`config.mk`:
```
export PLATFORM = sky130hd
export DESIGN_NAME = rv64g_l1_vec_req_queue
export DESIGN_NICKNAME = d
export VERILOG_FILES = /design/src/rtl/rv64g_l1_vec_req_queue_pkg.sv /design/src/rtl/rv64g_l1_vec_req_queue_fifo.sv /design/src/rtl/rv64g_l1_vec_req_queue.sv
export SDC_FILE = /design/constraint.sdc
export NUM_CORES = 1
export LEC_CHECK = 0
export ABC_AREA = 0
export BUFFER_PORTS_ARGS = -buffer_cell sky130_fd_sc_hd__buf_2
export CORE_MARGIN = 2
export CORE_UTILIZATION = 54
export DETAILED_ROUTE_END_ITERATION = 10
export PLACE_DENSITY = 0.79
export SLEW_MARGIN = 20
export SYNTH_ARGS = -nofsm -noshare
export SYNTH_HDL_FRONTEND = slang
export SYNTH_HIERARCHICAL = 1
export SYNTH_SLANG_ARGS = --single-unit
```
`constraint.sdc`:
```
create_clock -name clk_i -period 4.59 [get_ports clk_i]
set_input_delay 0.459 -clock clk_i [delete_from_list [all_inputs] [get_ports clk_i]]
set_output_delay 0.459 -clock clk_i [all_outputs]
set_load 0.005 [all_outputs]
```
`src/rtl/rv64g_l1_vec_req_queue_pkg.sv`:
```
// -----------------------------------------------------------------------------
// rv64g_l1_vec_req_queue_pkg
//   Shared constants for the L1 vector request queue: payload field widths,
//   parameter defaults and the packed payload width helper.
// -----------------------------------------------------------------------------
package rv64g_l1_vec_req_queue_pkg;

    // Fixed payload field widths
    localparam int WORD_W = 3;
    localparam int WAY_W  = 3;
    localparam int BE_W   = 8;
    localparam int DATA_W = 64;

    // Parameter defaults
    localparam int DEF_TAG_W        = 53;
    localparam int DEF_INDEX_W      = 5;
    localparam int DEF_DEPTH        = 4;
    localparam int DEF_ID_W         = 4;
    localparam int DEF_STARVE_LIMIT = 16;

    // Width of one queue entry: {we, index, word, way, be, wdata, id}
    function automatic int payload_w(input int index_w, input int id_w);
        return 1 + index_w + WORD_W + WAY_W + BE_W + DATA_W + id_w;
    endfunction

endpackage

```
`src/rtl/rv64g_l1_vec_req_queue_fifo.sv`:
```
// -----------------------------------------------------------------------------
// rv64g_l1_sync_fifo
//   Generic circular FIFO: storage array, head/tail pointers wrapping modulo
//   DEPTH (power of two), separate occupancy counter, synchronous flush.
//   The caller guarantees no push when full and no pop when empty.
//
// Ports
//   clk, rst_n     clock, asynchronous active-low reset
//   push, pop      write at tail / advance head
//   flush          discard all entries (overrides push and pop)
//   wdata          entry written on push
//   rdata          entry at head (undefined when empty)
//   count          current occupancy, 0..DEPTH
// -----------------------------------------------------------------------------
module rv64g_l1_sync_fifo #(
    parameter  int WIDTH = 8,
    parameter  int DEPTH = 4,
    localparam int PTR_W = $clog2(DEPTH),
    localparam int CNT_W = PTR_W + 1
) (
    input  logic             clk,
    input  logic             rst_n,
    input  logic             push,
    input  logic             pop,
    input  logic             flush,
    input  logic [WIDTH-1:0] wdata,
    output logic [WIDTH-1:0] rdata,
    output logic [CNT_W-1:0] count
);

    logic [WIDTH-1:0] mem [DEPTH];
    logic [PTR_W-1:0] head;
    logic [PTR_W-1:0] tail;

    // NOTE: sequential state uses non-blocking assignments so every flop
    // samples the pre-edge values, independent of statement order.
    always_ff @(posedge clk or negedge rst_n) begin
        if (!rst_n) begin
            head  <= '0;
            tail  <= '0;
            count <= '0;
        end else if (flush) begin
            head  <= '0;
            tail  <= '0;
            count <= '0;
        end else begin
            // Pointers are exactly PTR_W bits wide, so overflow is the wrap.
            if (push) tail <= tail + 1'b1;
            if (pop)  head <= head + 1'b1;
            case ({push, pop})
                2'b10:   count <= count + 1'b1;
                2'b01:   count <= count - 1'b1;
                default: count <= count;
            endcase
        end
    end

    // NOTE: the storage array has no reset; occupancy alone decides which
    // entries are meaningful, so clearing the data would only cost flops.
    always_ff @(posedge clk) begin
        if (push && !flush) mem[tail] <= wdata;
    end

    assign rdata = mem[head];

endmodule

```
`src/rtl/rv64g_l1_vec_req_queue.sv`:
```
// -----------------------------------------------------------------------------
// rv64g_l1_vec_req_queue
//   Request queue between a vector lane and the L1 bank arbiter vector port.
//   Requests are buffered in order; the head is presented to the arbiter with
//   zero latency and retried every cycle while stalled. A grant returns a
//   registered completion one cycle later, with bank read data passed through
//   for reads. A saturating counter flags a head that has been stalled for
//   STARVE_LIMIT consecutive cycles.
//
// Ports
//   clk_i, rst_ni                      clock, asynchronous active-low reset
//   in_valid_i / in_ready_o            lane request handshake
//   in_we_i .. in_id_i                 lane request payload
//   vec_req_o, vec_we_o .. vec_wdata_o head request to arbiter (zero if empty)
//   vec_stall_i                        arbiter stall for the vector port
//   bank_rdata_i                       bank read data, cycle after grant
//   flush_i                            synchronous discard of all entries
//   rsp_valid_o, rsp_we_o, rsp_id_o,
//   rsp_rdata_o                        completion to the lane
//   starve_o                           head stalled STARVE_LIMIT cycles
//   count_o                            current occupancy
// -----------------------------------------------------------------------------
module rv64g_l1_vec_req_queue
    import rv64g_l1_vec_req_queue_pkg::*;
#(
    parameter int TAG_W        = DEF_TAG_W,
    parameter int INDEX_W      = DEF_INDEX_W,
    parameter int DEPTH        = DEF_DEPTH,
    parameter int ID_W         = DEF_ID_W,
    parameter int STARVE_LIMIT = DEF_STARVE_LIMIT
) (
    input  logic                   clk_i,
    input  logic                   rst_ni,
    input  logic                   in_valid_i,
    output logic                   in_ready_o,
    input  logic                   in_we_i,
    input  logic [INDEX_W-1:0]     in_index_i,
    input  logic [WORD_W-1:0]      in_word_i,
    input  logic [WAY_W-1:0]       in_way_i,
    input  logic [BE_W-1:0]        in_be_i,
    input  logic [DATA_W-1:0]      in_wdata_i,
    input  logic [ID_W-1:0]        in_id_i,
    output logic                   vec_req_o,
    output logic                   vec_we_o,
    output logic [INDEX_W-1:0]     vec_index_o,
    output logic [WORD_W-1:0]      vec_word_o,
    output logic [WAY_W-1:0]       vec_way_o,
    output logic [BE_W-1:0]        vec_be_o,
    output logic [DATA_W-1:0]      vec_wdata_o,
    input  logic                   vec_stall_i,
    input  logic [DATA_W-1:0]      bank_rdata_i,
    input  logic                   flush_i,
    output logic                   rsp_valid_o,
    output logic                   rsp_we_o,
    output logic [ID_W-1:0]        rsp_id_o,
    output logic [DATA_W-1:0]      rsp_rdata_o,
    output logic                   starve_o,
    output logic [$clog2(DEPTH):0] count_o
);

    localparam int PAYLOAD_W = payload_w(INDEX_W, ID_W);
    localparam int CNT_W     = $clog2(DEPTH) + 1;
    localparam int STARVE_W  = $clog2(STARVE_LIMIT + 1);

    localparam logic [CNT_W-1:0]    DEPTH_C = CNT_W'(DEPTH);
    localparam logic [STARVE_W-1:0] LIMIT_C = STARVE_W'(STARVE_LIMIT);

    // TAG_W travels with the bundle but has no function here; it is only
    // sanity-checked together with the parameters that do matter.
    if (TAG_W < 1 || DEPTH < 2 || (DEPTH & (DEPTH - 1)) != 0 || STARVE_LIMIT < 1)
    begin : g_bad_params
        $error("rv64g_l1_vec_req_queue: illegal parameter set");
    end

    logic                 push;
    logic                 pop;
    logic [PAYLOAD_W-1:0] head_data;
    logic                 h_we;
    logic [INDEX_W-1:0]   h_index;
    logic [WORD_W-1:0]    h_word;
    logic [WAY_W-1:0]     h_way;
    logic [BE_W-1:0]      h_be;
    logic [DATA_W-1:0]    h_wdata;
    logic [ID_W-1:0]      h_id;
    logic                 rsp_we_q;
    logic [ID_W-1:0]      rsp_id_q;
    logic [STARVE_W-1:0]  starve_cnt;

    // Ready depends only on occupancy, so a full queue never accepts a push
    // even when the head is being granted in the same cycle.
    assign in_ready_o = (count_o < DEPTH_C) && !flush_i;
    assign push       = in_valid_i && in_ready_o;
    assign vec_req_o  = (count_o != '0);
    assign pop        = vec_req_o && !vec_stall_i && !flush_i;

    rv64g_l1_sync_fifo #(
        .WIDTH (PAYLOAD_W),
        .DEPTH (DEPTH)
    ) u_fifo (
        .clk   (clk_i),
        .rst_n (rst_ni),
        .push  (push),
        .pop   (pop),
        .flush (flush_i),
        .wdata ({in_we_i, in_index_i, in_word_i, in_way_i, in_be_i, in_wdata_i, in_id_i}),
        .rdata (head_data),
        .count (count_o)
    );

    assign {h_we, h_index, h_word, h_way, h_be, h_wdata, h_id} = head_data;

    // Storage beyond the occupancy is stale, so the payload is forced to zero
    // whenever there is no request.
    assign vec_we_o    = vec_req_o && h_we;
    assign vec_index_o = vec_req_o ? h_index : '0;
    assign vec_word_o  = vec_req_o ? h_word  : '0;
    assign vec_way_o   = vec_req_o ? h_way   : '0;
    assign vec_be_o    = vec_req_o ? h_be    : '0;
    assign vec_wdata_o = vec_req_o ? h_wdata : '0;

    // Completion tracks the grant one cycle later. Flush never cancels it:
    // a grant from the previous cycle is already in flight.
    always_ff @(posedge clk_i or negedge rst_ni) begin
        if (!rst_ni) begin
            rsp_valid_o <= 1'b0;
            rsp_we_q    <= 1'b0;
            rsp_id_q    <= '0;
        end else begin
            rsp_valid_o <= pop;
            if (pop) begin
                rsp_we_q <= h_we;
                rsp_id_q <= h_id;
            end
        end
    end

    assign rsp_we_o    = rsp_valid_o && rsp_we_q;
    assign rsp_id_o    = rsp_valid_o ? rsp_id_q : '0;
    assign rsp_rdata_o = (rsp_valid_o && !rsp_we_q) ? bank_rdata_i : '0;

    // Counts consecutive stalled cycles of the current head; any grant, an
    // empty queue or a flush restarts it.
    always_ff @(posedge clk_i or negedge rst_ni) begin
        if (!rst_ni) begin
            starve_cnt <= '0;
        end else if (flush_i || pop || !vec_req_o) begin
            starve_cnt <= '0;
        end else if (vec_stall_i && starve_cnt != LIMIT_C) begin
            starve_cnt <= starve_cnt + 1'b1;
        end
    end

    assign starve_o = (starve_cnt == LIMIT_C);

endmodule

```
After elaboration in Yosys (flattened, before gate mapping)

Memory sizes are Yosys's and may differ from the RTL's.
Cells that the tools add are included.

Order comparisons: 1
Multiplexer cells: 17
Equal/unequal tests: 4
Add/sub/neg operators: 5
Reductions and logical operators: 20

Operator list:

| cell                  | count |
|---|---|
| $mux W64              | 2 |
| $mux W5               | 3 |
| $logic_and A1 B1 Y1   | 9 |
| $mux W3               | 3 |
| $mux W2               | 4 |
| $mux W8               | 1 |
| $pmux W3 S2           | 1 |
| $reduce_bool A2 Y1    | 3 |
| $reduce_bool A3 Y1    | 2 |
| $add A5 B1 Y5 const B | 1 |
| $eq A5 B5 Y1 const B  | 1 |
| $ne A5 B5 Y1 const B  | 1 |
| $add A2 B1 Y2 const B | 2 |
| $logic_not A1 Y1      | 4 |
| $mux W4               | 1 |
| $add A3 B1 Y3 const B | 1 |
| $lt A3 B3 Y1 const B  | 1 |
| $sub A3 B1 Y3 const B | 1 |
| $eq A2 B1 Y1 const B  | 1 |
| $eq A2 B2 Y1 const B  | 1 |
| $logic_or A1 B1 Y1    | 2 |
| $mux W1               | 2 |

Bits of input ports: 157
RAM bits: 352
Memories kept: 1
Output and inout port bits: 160
Logic and storage cells: 55
Register bits after elaboration: 18

Memory list:

| memory     | depth | width | rd ports | clocked after Yosys merged registers in | write ports | RTL line                          | text |
|---|---|---|---|---|---|---|---|
| u_fifo.mem | 4     | 88    | 1        | 0                                       | 1           | rv64g_l1_vec_req_queue_fifo.sv:31 | `logic [WIDTH-1:0] mem [DEPTH];` |

Logic depth before layout (Yosys ltp)

Depth after elaboration: 6
Depth in mapped cells: 8
Depth with buffers taken out: 7

By module

Netlist, hierarchy kept.

By module, submodules not included:

| module                 | cells each | instances | sequential area each (um^2) | area each (um^2) |
|---|---|---|---|---|
| rv64g_l1_sync_fifo     | 501        | 1         | 10745.3                     | 13218.9 |
| rv64g_l1_vec_req_queue | 209        | 1         | 275.3                       | 1549.0 |

Worst setup path after synthesis

No wires, ideal clock.

Kind: input port to flip-flop
Start: in flush_i
End: mem u_fifo/mem[0][0] (netlist name), enable pin
Data required time: 4.133 ns
Library setup time: 0.457 ns
Stages on the path: 5
Slack: 0.982 ns
Buffers on the path: 1
Arrival: 3.152 ns
Cells stage by stage: nor2_1 -> and2_1 -> buf_2 -> nor2b_1 -> and2_1

Word-level cells in the longest chain between the ends: 6

RTL lines:

| item                          | RTL line                          | text |
|---|---|---|
| start: declaration            | rv64g_l1_vec_req_queue.sv:52      | `input logic flush_i,` |
| $logic_not A1 Y1              | rv64g_l1_vec_req_queue.sv:91      | `assign in_ready_o = (count_o < DEPTH_C) && !flush_i;` |
| $logic_and A1 B1 Y1           | rv64g_l1_vec_req_queue.sv:91      |  |
| $logic_and A1 B1 Y1           | rv64g_l1_vec_req_queue.sv:92      | `assign push = in_valid_i && in_ready_o;` |
| named net push                | rv64g_l1_vec_req_queue.sv:75      | `logic push;` |
| $logic_and A1 B1 Y1           | rv64g_l1_vec_req_queue_fifo.sv:61 | `if (push && !flush) mem[tail] <= wdata;` |
| $mux W1                       | rv64g_l1_vec_req_queue_fifo.sv:61 |  |
| $mux W1 (not written as such) | rv64g_l1_vec_req_queue_fifo.sv:61 |  |
| end: declaration              | rv64g_l1_vec_req_queue_fifo.sv:31 |  |

The timed path passes the listed nets, and every way through them passes these cells.

Worst setup path in the final report

Start: reg u_fifo.head[1]
End: out vec_be_o[1]

Word-level cells in the longest chain between the ends: 2

RTL lines:

| item                     | RTL line                          | text |
|---|---|---|
| start: declaration       | rv64g_l1_vec_req_queue_fifo.sv:32 | `logic [PTR_W-1:0] head;` |
| start signal: assignment | rv64g_l1_vec_req_queue_fifo.sv:49 | `if (pop) head <= head + 1'b1;` |
| $mem_v2 Z4 W88           | --                                |  |
| named net head_data[69]  | rv64g_l1_vec_req_queue.sv:77      | `logic [PAYLOAD_W-1:0] head_data;` |
| $mux W8                  | rv64g_l1_vec_req_queue.sv:118     | `assign vec_be_o = vec_req_o ? h_be : '0;` |
| end: declaration         | rv64g_l1_vec_req_queue.sv:48      | `output logic [BE_W-1:0] vec_be_o,` |

The timed path passes the listed nets, and every way through them passes these cells.

==> flow_metrics.py <==
metrics = {
    "power_and_ir_drop": {
        "power_frac_seq_pct": 51.0,
        "leakage_nw": 6.60,
        "ir_drop_uv": 397,
        "swShare_pct": 22.3,
        "power.total_mw": 7.51,
        "power_density_nw_per_um2": 423,
        "clkPwrFrac_pct": 36.9,
        "p_comb_share_pct": 12.1,
        "p_int_mw": 5.84,
        "p_switching_mw": 1.67,
    },
    "yosys": {
        "synth_area_leaders": "edfxtp_1 72%, mux4_2 13%, and2_1 6.7%",
        "syn_inst": 710,
        "synth.distinct_cells": 28,
        "synth.net_count": 874,
        "avgSynthCellArea_um2": 20.8,
        "synth_common_cells": "352 x edfxtp_1, 158 x and2_1, 88 x mux4_2, 18 x dfrtp_1, 15 x buf_2",
        "netlist.area_leader.share_pct": 71.6,
        "seq_area_frac_synth_pct": 74.6,
        "yosysWarnings": 6,
        "synth_edf_count": 352,
        "ys_async_sr_fraction_pct": 4.86,
        "synth_ff_type": "edfxtp_1",
        "synth_seq_cells": 370,
        "synth_top_cell_by_area": "edfxtp_1",
        "syn_area_um2": 14800,
        "synthMostInstantiatedCell": "edfxtp_1",
    },
    "setup_path": {
        "critPathKind": "reg -> out",
        "cp_max_fo": 55,
        "crit_chain": "buf_4 > mux4_2 > and2_1 > buf_2",
        "arrival_ps": 2650,
        "critPathTopFamily": "flip-flops",
        "start_kind": "flip-flop",
        "critPathCaptureType": "output port",
        "setup.worst_path.start": "u_fifo/head[1]",
        "critical_path_buf_inv_count": 2,
        "rr_startpoint": "u_fifo/count[0]",
        "required_ps": 4130,
        "critPathSlowestCell": "dfrtp_4",
        "cpPeakStageDelay_ps": 980,
    },
    "global_routing": {
        "grt_pass1_wl_um": 46000,
        "grt_usage_pct": 21.7,
        "grt_start_max_net_pins": 88,
        "grt_pass1_vias": 7962,
        "overflow": 0,
        "antenna_found_initial": 8,
    },
    "routing": {
        "dr.first_iter.drc_count": 435,
        "post-route-drc-count": 0,
        "first_pass_iters": 4,
        "vias_per_cell": 5.43,
        "drt-total-wl_um": 31400,
        "wire_per_inst_um": 22.2,
        "ant_nets": 0,
        "routed-via-count": 7682,
    },
    "floorplan": {
        "fp.dieH_um": 169,
        "fp.dieArea_um2": 28700,
        "rows": 60,
        "io_pins": 317,
        "start_util_pct": 54.9,
        "core_area_um2": 26900,
        "dieWidth_um": 169,
    },
    "placement": {
        "post-place-ws_ps": 1610,
        "gp_congestion": 0.771,
        "place_inst": 1339,
        "post_dp_cell_area_um2": 16600,
        "place_hpwl_um": 20300,
        "io_buffer_count": 316,
    },
    "cts": {
        "cts.path.max_buffers": 3,
        "htree_levels": 2,
        "cts_buffers": 37,
        "post_cts_buffers": 0,
        "clk_latency_ps": 510,
        "tritoncts": "yes",
        "clk_pin_slew_ps": 70,
        "cts_root_buf": "clkbuf_16",
        "clkSinkCount": 370,
    },
    "sta": {
        "finalCritPeriodShare_pct": 67.8,
        "finalSetupTns_ps": 0,
        "relSlewSlack_pct": 38.9,
        "post-route-min-period_ps": 3110,
        "rsz0062_at_grt": "false",
        "finalHoldViolCount": 0,
        "maxSlewViolCount": 0,
        "setup_ws_ps": 1480,
        "setup_viol": 0,
        "finClkSkew_ps": 15.8,
        "hold_ws_ps": 157,
        "clock.fmax_mhz": 321,
        "worstMarginPinSlew_ps": 917,
    },
    "layout": {
        "postLayoutCoreUtil_pct": 66.0,
        "area_growth_pct": 20.2,
        "stdcell_count": 1414,
        "fin_nets": 1202,
        "drive_gt1_share_pct": 45.0,
        "design_area_um2": 17700,
    },
    "run": {
        "max_cap_violations": 0,
    },
    "worst_hold_path": {
        "hold_path.class": "in -> reg",
        "hp-start": "in_index_i[3]",
    },
    "outcome": {
        "status": "complete, no violations",
    },
}
==> registers in the layout, summed over array words and instances (netlist names) <==
register	flops
u_fifo/head	2
u_fifo/count	3
rsp_id_q	4
starve_cnt	5
rsp_valid_o	1
rsp_we_q	1
u_fifo/tail	2
u_fifo/mem	352
==> logic make-up (layout without fill, tap and decap cells) <==
kind of cell    Yosys count  in the layout  share of synthesized area (%)
other cells               0              9                              0
xor+xnor                  9              9                          0.534
flops                   370            370                           74.6
fa+ha+maj                 7              7                          0.644
buf+inv                  43            397                           2.29
mux                      96             96                           14.1
simple gates            184            184                           7.74
compound gates            1              1                         0.0339
==> cell type report <==
type | count | area [µm²]
well taps | 341 | 427
multi-input cells | 297 | 3430
diodes | 9 | 22.5
fillers | 1796 | 9130
inverters | 4 | 15.0
repair buffers | 328 | 1710
clock buffers | 47 | 1010
clock inverters | 18 | 113
flip-flops and latches | 370 | 11000
==> final timing paths <==
| check | endpoint | slack, ps | cells after the start |
|---|---|---|---|
| hold / removal | u_fifo/mem[1][85] | 160 | 1 |
| max in group asynchronous | u_fifo/head[1] | 3830 | 2 |
| hold reg to reg | rsp_id_q[3] | 520 | 1 |
| setup / recovery | vec_be_o[1] | 1480 | 4 |
| setup reg to reg | u_fifo/count[1] | 1680 | 6 |
| min in group asynchronous | rsp_id_q[3] | 430 | 2 |
==> per-layer routing <==
metal / track usage [%] / vias up / part of all wire, % / wire length, µm
met5: 0 / - / 0 / 0
met4: 7.95 / 0 / 3.1 / 962
met3: 4.97 / 51 / 7.0 / 2200
met2: 38.7 / 301 / 53 / 16600
met1: 25.9 / 3887 / 37 / 11600
li1: - / 3443 / - / -
==> power groups by stage <==
| stage | registers, mW | clock network (mW) | logic (mW) |
|---|---|---|---|
| detailed placement | 3.90 | 0 | 0.928 |
| floorplan | 3.88 | 0 | 0.545 |
| global placement | 3.90 | 0 | 0.916 |
| CTS | 3.83 | 2.84 | 0.936 |
| finish | 3.83 | 2.77 | 0.910 |
| global route | 3.84 | 2.96 | 0.995 |
==> timing repair <==
action	in CTS	in global routing
hold buffers	1	0
gates resized for setup	0	0
hold endpoints to repair	18	0
==> placed cells by master, fill, tap and decap left out, types with 5 or more instances in the layout <==
master / instances
mux4_2: 88
mux2_4: 5
edfxtp_1: 352
clkinv_1: 7
diode_2: 9
clkbuf_16: 39
buf_4: 8
buf_2: 316
and2_1: 154
dfrtp_1: 16
clkinv_2: 8
nor2_1: 11
xnor2_1: 5
clkbuf_1: 8
ha_1: 6
No activity file was read; power rests on OpenSTA's default activity.
